[src/rtl/mem_port_arbiter_pkg.sv]
// cpu_mem_pkg: shared types for the unified-memory port arbiter.
//   arb_state_t   - sequencer states (IDLE, ISSUE, WAIT, RESP)
//   owner_t       - which pipeline port owns the current transaction
//   mem_payload_t - request payload latched at grant time
//   ERR_DATA      - response data returned on a read timeout
package cpu_mem_pkg;

    typedef enum logic [1:0] {
        IDLE  = 2'd0,
        ISSUE = 2'd1,
        WAIT  = 2'd2,
        RESP  = 2'd3
    } arb_state_t;

    typedef enum logic {
        OWN_IF = 1'b0,
        OWN_D  = 1'b1
    } owner_t;

    typedef struct packed {
        logic        we;
        logic [3:0]  be;
        logic [31:0] addr;
        logic [31:0] wdata;
    } mem_payload_t;

    localparam logic [31:0] ERR_DATA = 32'hDEADBEEF;

endpackage

[src/rtl/mem_port_arbiter_if.sv]
// mem_port_arbiter_if: bundle of every signal between the arbiter, the
// pipeline's IF/MEM ports and the unified memory.
//   master - arbiter view: takes pipeline requests and memory responses,
//            drives completions, stalls, the memory request and bus_err.
//   slave  - environment view (pipeline + memory), the mirror image.
interface mem_port_arbiter_if;
    // fetch port
    logic        if_req;
    logic [31:0] if_addr;
    logic        if_valid;
    logic [31:0] if_rdata;
    // data port
    logic        d_req;
    logic        d_we;
    logic [3:0]  d_be;
    logic [31:0] d_addr;
    logic [31:0] d_wdata;
    logic        d_valid;
    logic [31:0] d_rdata;
    // pipeline stalls
    logic        stall_if;
    logic        stall_mem;
    // memory side
    logic        mem_req;
    logic        mem_we;
    logic [3:0]  mem_be;
    logic [31:0] mem_addr;
    logic [31:0] mem_wdata;
    logic        mem_ready;
    logic        mem_rvalid;
    logic [31:0] mem_rdata;
    // status
    logic        bus_err;

    modport master (
        input  if_req, if_addr,
        input  d_req, d_we, d_be, d_addr, d_wdata,
        input  mem_ready, mem_rvalid, mem_rdata,
        output if_valid, if_rdata, d_valid, d_rdata,
        output stall_if, stall_mem,
        output mem_req, mem_we, mem_be, mem_addr, mem_wdata,
        output bus_err
    );

    modport slave (
        output if_req, if_addr,
        output d_req, d_we, d_be, d_addr, d_wdata,
        output mem_ready, mem_rvalid, mem_rdata,
        input  if_valid, if_rdata, d_valid, d_rdata,
        input  stall_if, stall_mem,
        input  mem_req, mem_we, mem_be, mem_addr, mem_wdata,
        input  bus_err
    );
endinterface

[src/rtl/mem_port_arbiter_select.sv]
// mem_arb_select: picks the owner of the next memory transaction.
// Data wins by default; fetch wins when it is alone or when data has
// already taken MAX_STREAK grants in a row while fetch was waiting.
//   clock, reset - clock and synchronous active-high reset
//   if_req       - fetch request present
//   d_req        - data request present
//   grant        - a transaction is being granted to 'owner' this cycle
//   owner        - combinational winner
module mem_arb_select
    import cpu_mem_pkg::*;
#(
    parameter int MAX_STREAK = 4
) (
    input  logic   clock,
    input  logic   reset,
    input  logic   if_req,
    input  logic   d_req,
    input  logic   grant,
    output owner_t owner
);

    localparam int SW = $clog2(MAX_STREAK + 1);

    // Count of back-to-back data grants taken while fetch was waiting.
    logic [SW-1:0] streak_q;

    always_comb begin
        owner = OWN_D;
        if (if_req && (!d_req || streak_q == SW'(MAX_STREAK)))
            owner = OWN_IF;
    end

    always_ff @(posedge clock) begin
        if (reset) begin
            streak_q <= '0;
        end else if (grant) begin
            if (owner == OWN_IF || !if_req)
                streak_q <= '0;
            else if (streak_q != SW'(MAX_STREAK))
                streak_q <= streak_q + SW'(1);
        end
    end

endmodule

[src/rtl/mem_port_arbiter.sv]
// mem_port_arbiter: shares one single-ported memory between instruction
// fetch and data load/store. One transaction in flight at a time.
//   clock, reset - clock and synchronous active-high reset
//   bus          - pipeline ports, stalls, memory port and bus_err
//                  (see mem_port_arbiter_if, master modport)
// Parameters:
//   MAX_STREAK   - data grants allowed while fetch waits before fetch is forced
//   TIMEOUT      - WAIT cycles without mem_rvalid before an error completion (1..255)
module mem_port_arbiter
    import cpu_mem_pkg::*;
#(
    parameter int MAX_STREAK = 4,
    parameter int TIMEOUT    = 255
) (
    input  logic                clock,
    input  logic                reset,
    mem_port_arbiter_if.master  bus
);

    arb_state_t   state_q, state_d;
    owner_t       owner_q, sel_owner;
    mem_payload_t pay_q;
    logic [31:0]  rdata_q;
    logic [7:0]   tmo_q;
    logic         bus_err_q;
    logic         grant;
    logic         resp_if, resp_d;

    mem_arb_select #(.MAX_STREAK(MAX_STREAK)) u_select (
        .clock  (clock),
        .reset  (reset),
        .if_req (bus.if_req),
        .d_req  (bus.d_req),
        .grant  (grant),
        .owner  (sel_owner)
    );

    // State register
    always_ff @(posedge clock) begin
        if (reset) state_q <= IDLE;
        else       state_q <= state_d;
    end

    // Next state
    always_comb begin
        state_d = state_q;
        grant   = 1'b0;
        case (state_q)
            IDLE: begin
                if (bus.if_req || bus.d_req) begin
                    grant   = 1'b1;
                    state_d = ISSUE;
                end
            end
            ISSUE: begin
                // Stores complete on acceptance; reads wait for data.
                if (bus.mem_ready) state_d = pay_q.we ? RESP : WAIT;
            end
            WAIT: begin
                if (bus.mem_rvalid || tmo_q == 8'(TIMEOUT)) state_d = RESP;
            end
            RESP:    state_d = IDLE;
            default: state_d = IDLE;
        endcase
    end

    // Payload, response data, timeout counter and sticky error
    always_ff @(posedge clock) begin
        if (reset) begin
            owner_q   <= OWN_IF;
            pay_q     <= '0;
            rdata_q   <= '0;
            tmo_q     <= '0;
            bus_err_q <= 1'b0;
        end else begin
            case (state_q)
                IDLE: begin
                    if (grant) begin
                        owner_q <= sel_owner;
                        if (sel_owner == OWN_IF)
                            pay_q <= '{we: 1'b0, be: 4'hF, addr: bus.if_addr, wdata: '0};
                        else
                            pay_q <= '{we: bus.d_we, be: bus.d_be, addr: bus.d_addr,
                                       wdata: bus.d_wdata};
                    end
                end
                ISSUE: begin
                    if (bus.mem_ready) begin
                        tmo_q   <= '0;
                        rdata_q <= '0;  // stores respond with zero
                    end
                end
                WAIT: begin
                    // A real response wins over a timeout in the same cycle.
                    if (bus.mem_rvalid) begin
                        rdata_q <= bus.mem_rdata;
                    end else if (tmo_q == 8'(TIMEOUT)) begin
                        rdata_q   <= ERR_DATA;
                        bus_err_q <= 1'b1;
                    end else begin
                        tmo_q <= tmo_q + 8'd1;
                    end
                end
                default: ;
            endcase
        end
    end

    assign resp_if = (state_q == RESP) && (owner_q == OWN_IF);
    assign resp_d  = (state_q == RESP) && (owner_q == OWN_D);

    assign bus.if_valid  = resp_if;
    assign bus.if_rdata  = resp_if ? rdata_q : '0;
    assign bus.d_valid   = resp_d;
    assign bus.d_rdata   = resp_d ? rdata_q : '0;

    // Stalls depend only on request and the registered completion pulse.
    assign bus.stall_if  = bus.if_req && !resp_if;
    assign bus.stall_mem = bus.d_req && !resp_d;

    assign bus.mem_req   = (state_q == ISSUE);
    assign bus.mem_we    = pay_q.we;
    assign bus.mem_be    = pay_q.be;
    assign bus.mem_addr  = pay_q.addr;
    assign bus.mem_wdata = pay_q.wdata;
    assign bus.bus_err   = bus_err_q;

endmodule

[src/flat_wrapper.sv]
// flat-port wrapper written by rule: the top's interface ports become plain ports
module mem_port_arbiter_flat import cpu_mem_pkg::*;
#(
    parameter int MAX_STREAK = 4,
    parameter int TIMEOUT    = 255
)
  (clock, reset, bus_if_req, bus_if_addr, bus_d_req, bus_d_we, bus_d_be, bus_d_addr, bus_d_wdata, bus_mem_ready, bus_mem_rvalid, bus_mem_rdata, bus_if_valid, bus_if_rdata, bus_d_valid, bus_d_rdata, bus_stall_if, bus_stall_mem, bus_mem_req, bus_mem_we, bus_mem_be, bus_mem_addr, bus_mem_wdata, bus_bus_err);
  mem_port_arbiter_if bus_i ();
  input  logic clock;
  input  logic reset;
  input wire logic [$bits(bus_i.if_req)-1:0] bus_if_req;
  input wire logic [$bits(bus_i.if_addr)-1:0] bus_if_addr;
  input wire logic [$bits(bus_i.d_req)-1:0] bus_d_req;
  input wire logic [$bits(bus_i.d_we)-1:0] bus_d_we;
  input wire logic [$bits(bus_i.d_be)-1:0] bus_d_be;
  input wire logic [$bits(bus_i.d_addr)-1:0] bus_d_addr;
  input wire logic [$bits(bus_i.d_wdata)-1:0] bus_d_wdata;
  input wire logic [$bits(bus_i.mem_ready)-1:0] bus_mem_ready;
  input wire logic [$bits(bus_i.mem_rvalid)-1:0] bus_mem_rvalid;
  input wire logic [$bits(bus_i.mem_rdata)-1:0] bus_mem_rdata;
  output wire logic [$bits(bus_i.if_valid)-1:0] bus_if_valid;
  output wire logic [$bits(bus_i.if_rdata)-1:0] bus_if_rdata;
  output wire logic [$bits(bus_i.d_valid)-1:0] bus_d_valid;
  output wire logic [$bits(bus_i.d_rdata)-1:0] bus_d_rdata;
  output wire logic [$bits(bus_i.stall_if)-1:0] bus_stall_if;
  output wire logic [$bits(bus_i.stall_mem)-1:0] bus_stall_mem;
  output wire logic [$bits(bus_i.mem_req)-1:0] bus_mem_req;
  output wire logic [$bits(bus_i.mem_we)-1:0] bus_mem_we;
  output wire logic [$bits(bus_i.mem_be)-1:0] bus_mem_be;
  output wire logic [$bits(bus_i.mem_addr)-1:0] bus_mem_addr;
  output wire logic [$bits(bus_i.mem_wdata)-1:0] bus_mem_wdata;
  output wire logic [$bits(bus_i.bus_err)-1:0] bus_bus_err;
  assign bus_i.if_req = bus_if_req;
  assign bus_i.if_addr = bus_if_addr;
  assign bus_i.d_req = bus_d_req;
  assign bus_i.d_we = bus_d_we;
  assign bus_i.d_be = bus_d_be;
  assign bus_i.d_addr = bus_d_addr;
  assign bus_i.d_wdata = bus_d_wdata;
  assign bus_i.mem_ready = bus_mem_ready;
  assign bus_i.mem_rvalid = bus_mem_rvalid;
  assign bus_i.mem_rdata = bus_mem_rdata;
  assign bus_if_valid = bus_i.if_valid;
  assign bus_if_rdata = bus_i.if_rdata;
  assign bus_d_valid = bus_i.d_valid;
  assign bus_d_rdata = bus_i.d_rdata;
  assign bus_stall_if = bus_i.stall_if;
  assign bus_stall_mem = bus_i.stall_mem;
  assign bus_mem_req = bus_i.mem_req;
  assign bus_mem_we = bus_i.mem_we;
  assign bus_mem_be = bus_i.mem_be;
  assign bus_mem_addr = bus_i.mem_addr;
  assign bus_mem_wdata = bus_i.mem_wdata;
  assign bus_bus_err = bus_i.bus_err;
  mem_port_arbiter #(.MAX_STREAK(MAX_STREAK), .TIMEOUT(TIMEOUT)) u_core (.clock(clock), .reset(reset), .bus(bus_i));
endmodule
[config.mk]
export PLATFORM = sky130hd
export DESIGN_NAME = mem_port_arbiter_flat
export DESIGN_NICKNAME = d
export VERILOG_FILES = /design/src/rtl/mem_port_arbiter_pkg.sv /design/src/rtl/mem_port_arbiter_if.sv /design/src/rtl/mem_port_arbiter_select.sv /design/src/rtl/mem_port_arbiter.sv /design/src/flat_wrapper.sv
export SDC_FILE = /design/constraint.sdc
export NUM_CORES = 1
export LEC_CHECK = 0
export BUFFER_PORTS_ARGS = -buffer_cell sky130_fd_sc_hd__buf_4
export CORE_MARGIN = 2
export CORE_UTILIZATION = 46
export DETAILED_ROUTE_END_ITERATION = 6
export PLACE_DENSITY = 0.81
export RECOVER_POWER = 100
export SETUP_SLACK_MARGIN = 0.02
export SLEW_MARGIN = 20
export SYNTH_ARGS = -nofsm -noshare
export SYNTH_HDL_FRONTEND = slang
export SYNTH_SLANG_ARGS = --single-unit
[constraint.sdc]
create_clock -name clock -period 2.19 [get_ports clock]
set_input_delay 0.1095 -clock clock [delete_from_list [all_inputs] [get_ports clock]]
set_output_delay 0.1095 -clock clock [all_outputs]
set_load 0.005 [all_outputs]
### Word-level counts from Yosys, hierarchy flattened

Cells that the tools add are included.

| storage, ports and cells | value |
|---|---|
| bits of input ports | 139 |
| output and inout port bits | 139 |
| register bits | 116 |
| word-level logic and storage cells | 69 |

| cells by class | value |
|---|---|
| bitwise operators | 2 |
| add/sub/neg operators | 2 |
| reduce and logical (&&, ||, !) cells | 22 |
| mux-type cells | 21 |
| equal/unequal tests | 12 |

Operators with widths:

| operator | number |
|---|---|
| $mux 32 | 5 |
| $mux 69 | 1 |
| $pmux 32 s2 | 1 |
| $mux 8 | 3 |
| $pmux 8 s2 | 1 |
| $reduce_and 3->1 | 3 |
| $add 8x1->8 const B | 1 |
| $eq 8x8->1 const B | 1 |
| $pmux 2 s4 | 1 |
| $mux 2 | 3 |
| $mux 3 | 2 |
| $ne 2x2->1 const B | 3 |
| $logic_and 1x1->1 | 5 |
| $eq 2x2->1 const B | 2 |
| $logic_not 1->1 | 4 |
| $logic_or 1x1->1 | 4 |
| $mux 1 | 4 |
| $ne 2x1->1 const B | 2 |
| $reduce_and 2->1 | 2 |
| $reduce_and 4->1 | 1 |
| $reduce_bool 2->1 | 2 |
| $add 3x1->3 const B | 1 |
| $eq 3x3->1 const B | 1 |
| $ne 3x2->1 const B | 1 |
| 4 further kinds | 5 |

### Logic depth before layout (Yosys ltp)

Gate-level depths: netlist of run 1.

| logic depth | value |
|---|---|
| depth in word-level cells | 6 |
| gate-level depth with buffers | 8 |
| mapped depth without buffers | 6 |

### Hierarchy

A second synthesis of run 1 with hierarchy kept.

| second synthesis, totals | value |
|---|---|
| cell total of the unflattened synthesis | 624 |
| area, all modules | 5,341.4 um^2 |

Modules (own cells, without submodules):

| module | cells each | instances | area an instance (um^2) | seq. area each (um^2) |
|---|---|---|---|---|
| mem_port_arbiter | 605 | 1 | 5,161.2 | 2,262.2 |
| mem_arb_select | 19 | 1 | 180.2 | 60.1 |

### Worst setup path before layout of run 1

OpenSTA, ideal clock, no wires.

| path | value |
|---|---|
| kind | register to register |
| start | reg u_core.state_q[0] |
| end | reg u_core.tmo_q[3] |
| path slack | 0.394 ns |
| buffers on the path | 2 |
| library setup time | 0.128 ns |
| stages on the path, launching flop included | 9 |
| data required time | 2.062 ns |
| clock period less this slack | 1.796 ns |
| data arrival time | 1.668 ns |
| path through | dfxtp_1 inv_1 ha_1 clkbuf_1 nand2b_1 buf_2 or3_1 o311ai_0 a21boi_1 |

| on the way | value |
|---|---|
| word-level cells in the longest chain between the ends | 3 |
| elaborated cells on any way between the ends | 8 |
| those cells by class | 5 x eq/ne; 1 x mux; 2 x reduce/logical |

Ends and longest elaborated chain:

| what | RTL line | RTL |
|---|---|---|
| start, declared | mem_port_arbiter.sv:20 | `arb_state_t state_q, state_d;` |
| start signal, assigned | mem_port_arbiter.sv:41 | `else state_q <= state_d;` |
| $eq 2x2->1 / $eq 2x1->1 (equally long branches) | mem_port_arbiter.sv:76 | `case (state_q)` |
| $ne 2x2->1 (no line) / $reduce_bool 2->1 (equally long branches) | - |  |
| $reduce_and 4->1 (no line) | - |  |
| end signal, assigned | mem_port_arbiter.sv:101 | `tmo_q <= tmo_q + 8'd1;` |
| end, declared | mem_port_arbiter.sv:24 | `logic [7:0] tmo_q;` |

Several ways; a longest one is shown, not always the timed one.
A chain may end at the register's enable or synchronous reset.

### Worst setup path in the final report of run 1

| path | value |
|---|---|
| start | reg u_core.state_q[0] |
| end | out bus_if_rdata[4] |

| on the way | value |
|---|---|
| word-level cells in the longest chain between the ends | 3 |

Ends and longest elaborated chain:

| what | RTL line | RTL |
|---|---|---|
| $eq 2x2->1 | mem_port_arbiter.sv:109 | `assign resp_if = (state_q == RESP) && (owner_q == OWN_IF);` |
| $logic_and 1x1->1 | mem_port_arbiter.sv:109 |  |
| $mux 32 | mem_port_arbiter.sv:113 | `assign bus.if_rdata = resp_if ? rdata_q : '0;` |
| end, declared | flat_wrapper.sv:22 | `output wire logic [$bits(bus_i.if_rdata)-1:0] bus_if_rdata;` |

Every way passes these cells.

==> impl_metrics.csv, run 1 <==
group,metric,value,unit
floorplanning,initial_core_util,46.7,%
synthesis,synth_area_leaders,"dfxtp_1 42%, nand2_1 7.9%, a21oi_1 5.7%",
placement,hpwl,12000,um
clock_network,cts_setup_buffers,0,
clock_network,numCtsBuffers,17,
routing,wl,22300,um
routing,vias,6769,
routing,wl_per_cell,18.4,um
global_route,grt_first_pass_wirelength,33900,um
routing,drc_errors,0,
routing,via_per_inst,5.59,
sta,min_period,2.02,ns
clock_network,clkTransAtPathRegs,0.05,ns
synthesis,yosys_warnings,0,
outcome,status,"complete, no violations",
power,p_per_area,1030,nW/um^2
synthesis,ys_ff_latch,116,
sta,fmax,496,MHz
finish,nets,1196,
synthesis,async_flop_share,0,%
finish,drive_gt1_share,28.3,%
routing,drtIter0Drc,636,
routing,ant_nets,0,
floorplanning,die_h,114,um
placement,port_buffers,277,
placement,placed_area,7710,um^2
placement,place_congestion,0.828,
sta,finalSetupViolCount,0,
clock_network,clk_path_buf_depth,2,
placement,placed_cells,1075,
sta,slew_violations,0,
global_route,grt_usage,33.2,%
power,power_frac_seq,30.8,%
clock_network,cts_tree,"done",
global_route,grt_pass1_vias,6692,
sta,rsz0062_at_grt,"no",
power,clkPwrFrac,32.1,%
finish,syn_to_final_growth,66.9,%
synthesis,ys_seq_area_share,42.0,%
finish,fin_cells,1210,
critical_path,crit_type,"reg2out",
global_route,grt_max_degree,66,
power,switching_share,35.4,%
critical_path,critPathCaptureType,"output pin",
power,irDropWorstVdd,893,uV
clock_network,clock-root-buffer,"clkbuf_16",
synthesis,yosysTopAreaCellShare,42.0,%
synthesis,netlist_area,5530,um^2
power,leakage,0.00402,uW
power,intPower,6120,uW
critical_path,cp-start-kind,"flop",
floorplanning,placementRows,40,
synthesis,synth_ff_type,"dfxtp_1",
sta,final-hold-violation-count,0,
sta,setup_tns,0,ns
synthesis,ys_types,44,
global_route,overflow,0,
power,p_comb_share,37.0,%
sta,fin_ws,0.173,ns
finish,fin_area,9240,um^2
routing,drt_pre_antenna_iters,5,
synthesis,synth.net_count,849,
critical_path,crit_arrival,1.91,ns
synthesis,synth_top_cell_by_area,"dfxtp_1",
hold_path,hold_class,"in2reg",
sta,period_share,92.1,%
clock_network,clk_latency,0.41,ns
synthesis,synth_edf_count,0,
global_route,antenna_found_initial,1,
floorplanning,coreArea,11900,um^2
floorplanning,die_w,114,um
synthesis,yosysMostFrequentCell,"nand2_1",
placement,dp_slack,0.244,ns
synthesis,synthCells,702,
synthesis,syn-mean-instance-area,7.88,um^2
sta,relSlewSlack,64.1,%
floorplanning,ios,278,
sta,tightest_slew,0.539,ns
clock_network,clock_sinks,116,
clock_network,htreeDepth,4,
sta,finClkSkew,0.00876,ns
synthesis,ys_top_cells_by_count,"117 x nand2_1, 116 x dfxtp_1, 63 x a21oi_1, 49 x o21ai_0, 41 x nor2_1",
critical_path,cp_data_required_time,2.08,ns
job,drv_cap,0,
critical_path,critPathMaxFanout,28,
power,p_switching,3360,uW
floorplanning,die_area,12900,um^2
-- through the flow --
| step | hold WS, ns | power, uW | util [%] |
|---|---|---|---|
| floorplan | 0.252 | 4860 | - |
| global placement | 0.370 | 6150 | 65.0 |
| detailed placement | 0.376 | 6210 | 65.0 |
| CTS | 0.000534 | 9420 | 79.0 |
| global route | 0.0289 | 9950 | 77.9 |
| finish | 0.0116 | 9480 | 77.9 |
-- metal layers --
| metal | part of all wire, % | track usage, % | vias to the layer above | wire, um |
|---|---|---|---|---|
| li1 | - | - | 3145 | - |
| met1 | 37 | 36.0 | 3162 | 8140 |
| met2 | 51 | 58.6 | 350 | 11400 |
| met3 | 6.2 | 7.01 | 112 | 1380 |
| met4 | 6.0 | 21.2 | 0 | 1340 |
| met5 | 0 | 0 | - | 0 |
-- cell type report --
class                   instances  area [um^2]
multi-input cells             514         2880
inverters                       5         18.8
well taps                     147          184
flip-flops and latches        116         2320
diodes                          1         2.50
repair buffers                395         3190
clock buffers                  22          464
clock inverters                10          178
fillers                       810         2630
-- power by group through the flow --
| stage | sequential (uW) | combinational (uW) | clock [uW] |
|---|---|---|---|
| floorplan | 2920 | 1940 | 0 |
| global placement | 2910 | 3240 | 0 |
| detailed placement | 2920 | 3290 | 0 |
| CTS | 2890 | 3470 | 3070 |
| global route | 2960 | 3820 | 3170 |
| finish | 2920 | 3510 | 3050 |
-- worst max-delay path, cell delays in order, from the launching register on --
cell,delay (ns)
dfxtp_1,0.39
ha_1,0.19
nor2b_2,0.28
buf_4,0.32
and2_1,0.18
clkbuf_4,0.14
-- flip-flops by register name, summed over array words and instances (netlist names) --
signal,flops
u_core.bus.bus_err,1
u_core.bus.mem_addr,32
u_core.bus.mem_be,4
u_core.bus.mem_wdata,32
u_core.bus.mem_we,1
u_core.owner_q,1
u_core.rdata_q,32
u_core.state_q,2
u_core.tmo_q,8
u_core.u_select.streak_q,3
-- kinds of logic (layout without fill, tap and decap cells) --
family / count (synthesis) / in the layout / share of synthesized area (%)
muxes: 13 / 13 / 2.35
adders and majority gates: 8 / 8 / 1.81
and+or+nand+nor: 325 / 325 / 28.8
other: 0 / 1 / 0
DFF: 116 / 116 / 42.0
buffers and inverters: 72 / 432 / 5.97
xor gates and xnor gates: 2 / 2 / 0.317
AOI/OAI and AO/OA: 166 / 166 / 18.8
-- placed cells by master (no fill, tap or decap), types with 15 or more instances in the layout --
| cell type | netlist | layout |
|---|---|---|
| clkbuf_16 | 0 | 17 |
| clkbuf_4 | 0 | 86 |
| a311oi_1 | 33 | 33 |
| and3_1 | 32 | 33 |
| o21ai_0 | 49 | 48 |
| dlygate4sd3_1 | 0 | 102 |
| dfxtp_1 | 116 | 116 |
| clkbuf_1 | 39 | 33 |
| nand2_1 | 117 | 117 |
| a21oi_1 | 63 | 64 |
| and2_0 | 0 | 19 |
| nand2b_1 | 16 | 15 |
| or3_1 | 26 | 26 |
| nor2_1 | 41 | 41 |
| nand3_1 | 38 | 38 |
| buf_4 | 3 | 168 |
-- final timing paths --
path	depth (start not counted)	slack (ns)	endpoint	startpoint
worst max-delay path	5	0.17	bus_if_rdata[4]	u_core.state_q[0]
worst min-delay path	3	0.01	u_core.bus.mem_be[2]	bus_d_be[2]
worst max register to register	6	0.22	u_core.bus.mem_wdata[26]	u_core.state_q[0]
worst min register to register	2	0.45	u_core.bus.mem_wdata[11]	u_core.bus.mem_wdata[11]
-- timing repair --
item                                   in CTS  in global routing
setup endpoints to repair                   0                  3
resized for setup                           0                  1
hold buffers                              101                  1
endpoints found under the hold margin      72                  1
Note: power is estimated with default switching activity, not from simulation.
==> run 2, diff against run 1 <==
ABC_AREA = 1   (was unset)
PLACE_DENSITY = 0.8   (was 0.81)
==> impl_metrics.csv, run 2 <==
group,metric,value,unit
outcome,status,"complete, no violations",
critical_path,crit_type,"reg2out",
sta,relSlewSlack,56.1,%
synthesis,ys_top_cells_by_count,"236 x nand2_1, 146 x nor2_1, 116 x dfxtp_1, 100 x inv_1",
synthesis,ys_types,31,
finish,utilization,72.2,%
finish,seqCellArea,2320,um^2
synthesis,synth_ff_type,"dfxtp_1",
floorplanning,die_area,13000,um^2
routing,vias,6331,
clock_network,clock-root-buffer,"clkbuf_16",
critical_path,cp_data_required_time,2.08,ns
sta,final-hold-violation-count,0,
sta,tightest_slew,0.657,ns
clock_network,clkTransAtPathRegs,0.06,ns
global_route,grt_first_pass_wirelength,28700,um
clock_network,clk_latency,0.41,ns
routing,ant_nets,0,
power,irDropWorstVdd,685,uV
synthesis,yosys_warnings,0,
hold_path,hold_class,"in2reg",
critical_path,cp-start-kind,"flop",
routing,drt_pre_antenna_iters,5,
finish,drive_gt1_share,27.2,%
placement,placed_cells,1225,
job,drv_cap,0,
global_route,grt_pass1_vias,6095,
finish,fin_cells,1298,
clock_network,htreeDepth,4,
sta,min_period,2.05,ns
finish,nets,1285,
clock_network,numCtsBuffers,17,
sta,period_share,93.7,%
placement,place_congestion,0.845,
sta,finClkSkew,0.00815,ns
routing,wl,18300,um
floorplanning,die_h,114,um
global_route,grt_max_degree,71,
clock_network,cts_tree,"done",
finish,syn_to_final_growth,54.9,%
critical_path,critPathCaptureType,"output pin",
critical_path,reg2reg_slack,0.21,ns
clock_network,clock_sinks,116,
synthesis,ys_seq_area_share,41.8,%
routing,wl_per_cell,14.1,um
synthesis,synth.net_count,988,
power,leakage,0.00423,uW
power,p_total,9870,uW
critical_path,critPathMaxFanout,8,
finish,multiInputGateArea,2640,um^2
synthesis,async_flop_share,0,%
routing,drtIter0Drc,384,
floorplanning,coreArea,11900,um^2
sta,fmax,487,MHz
synthesis,synth_top_cell_by_area,"dfxtp_1",
floorplanning,ios,278,
critical_path,crit_arrival,1.94,ns
global_route,antenna_found_initial,0,
routing,drc_errors,0,
finish,layout_commonest_cell,"nand2_1",
synthesis,ys_ff_latch,116,
clock_network,clk_path_buf_depth,2,
placement,hpwl,11800,um
floorplanning,placementRows,40,
synthesis,yosysTopAreaCellShare,41.8,%
floorplanning,die_w,114,um
floorplanning,initial_core_util,46.6,%
global_route,grt_usage,27.6,%
sta,setup_tns,0,ns
synthesis,synth_edf_count,0,
finish,antenna_cells,0,
sta,rsz0062_at_grt,"yes",
synthesis,synthCells,841,
routing,via_per_inst,4.88,
finish,mostFrequentLayoutCells,"234 x nand2_1, 164 x buf_4, 145 x nor2_1",
placement,port_buffers,277,
finish,n_fill_cell,1012,
synthesis,synth_area_leaders,"dfxtp_1 42%, nand2_1 16%, nor2_1 9.9%",
synthesis,syn-mean-instance-area,6.61,um^2
global_route,overflow,0,
power,p_per_area,1150,nW/um^2
synthesis,netlist_area,5560,um^2
sta,slew_violations,0,
synthesis,yosysMostFrequentCell,"nand2_1",
sta,finalSetupViolCount,0,
run 2: per-stage QoR:
| stage | setup slack (ns) | instance area [um^2] | hold WS [ns] |
|---|---|---|---|
| 2_1_floorplan | 0.565 | 5560 | 0.244 |
| 3_3_place_gp | 0.283 | 7680 | 0.330 |
| 3_5_place_dp | 0.224 | 7680 | 0.338 |
| 4_1_cts | 0.0392 | 8680 | 0.00601 |
| 5_1_grt | 0.00670 | 8610 | 0.0399 |
| 6_report | 0.137 | 8610 | 0.0325 |
run 2: what timing repair did:
item | CTS | global route
pin swaps | 0 | 1
setup buffers | 3 | 0
hold buffers | 36 | 0
endpoints found under the setup margin | 32 | 75
cloned | 1 | 1
endpoints found under the hold margin | 36 | 0
resized for setup | 3 | 6
run 2: power by group:
part	leakage (uW)	total, uW	internal, uW	switching, uW
combinational	0.00298	4040	1590	2460
sequential	0.000956	3020	2720	301
clock	0.000289	2810	1800	1020
total	0.00423	9870	6100	3770
run 2: area by class of cell:
| class | instances | share of cell area [%] |
|---|---|---|
| well taps | 147 | 2.14 |
| repair inverters | 1 | 0.0872 |
| clock buffers | 17 | 4.94 |
| inverters | 101 | 4.49 |
| clock inverters | 15 | 2.14 |
| flip-flops and latches | 116 | 27.0 |
| repair buffers | 328 | 28.6 |
| multi-input cells | 573 | 30.6 |
run 2: cell families (layout without fill, tap and decap cells):
family          after synthesis  after routing  share of synthesized area (%)
xor+xnor                      1              1                          0.158
fa+ha+maj                     8              8                           1.80
compound gates              102            102                           10.8
flops                       116            116                           41.8
simple gates                461            462                           34.2
buf+inv                     153            462                           11.3
run 2: critical path, stage by stage, from the launching register on:
cell,delay [ns]
dfxtp_1,0.41
ha_1,0.25
inv_1,0.09
nor2_4,0.21
clkinvlp_4,0.14
buf_2,0.19
nor2_1,0.10
clkbuf_4,0.14
run 2: routing by layer:
metal / global-route usage (%) / wire length [um] / vias to the layer above
met2: 47.7 / 8960 / 263
met1: 32.0 / 7540 / 2820
met3: 7.92 / 1290 / 36
met4: 11.5 / 459 / 0
met5: 0 / 0 / -
li1: - / - / 3212
run 2: worst paths after layout:
path,start,end,cells after the start
max,u_core.state_q[0],bus_if_rdata[19],7
min,bus_if_addr[5],u_core.bus.mem_addr[5],5
max reg2reg,u_core.u_select.streak_q[0],u_core.bus.mem_addr[10],10
min reg2reg,u_core.bus.mem_wdata[10],u_core.bus.mem_wdata[10],2
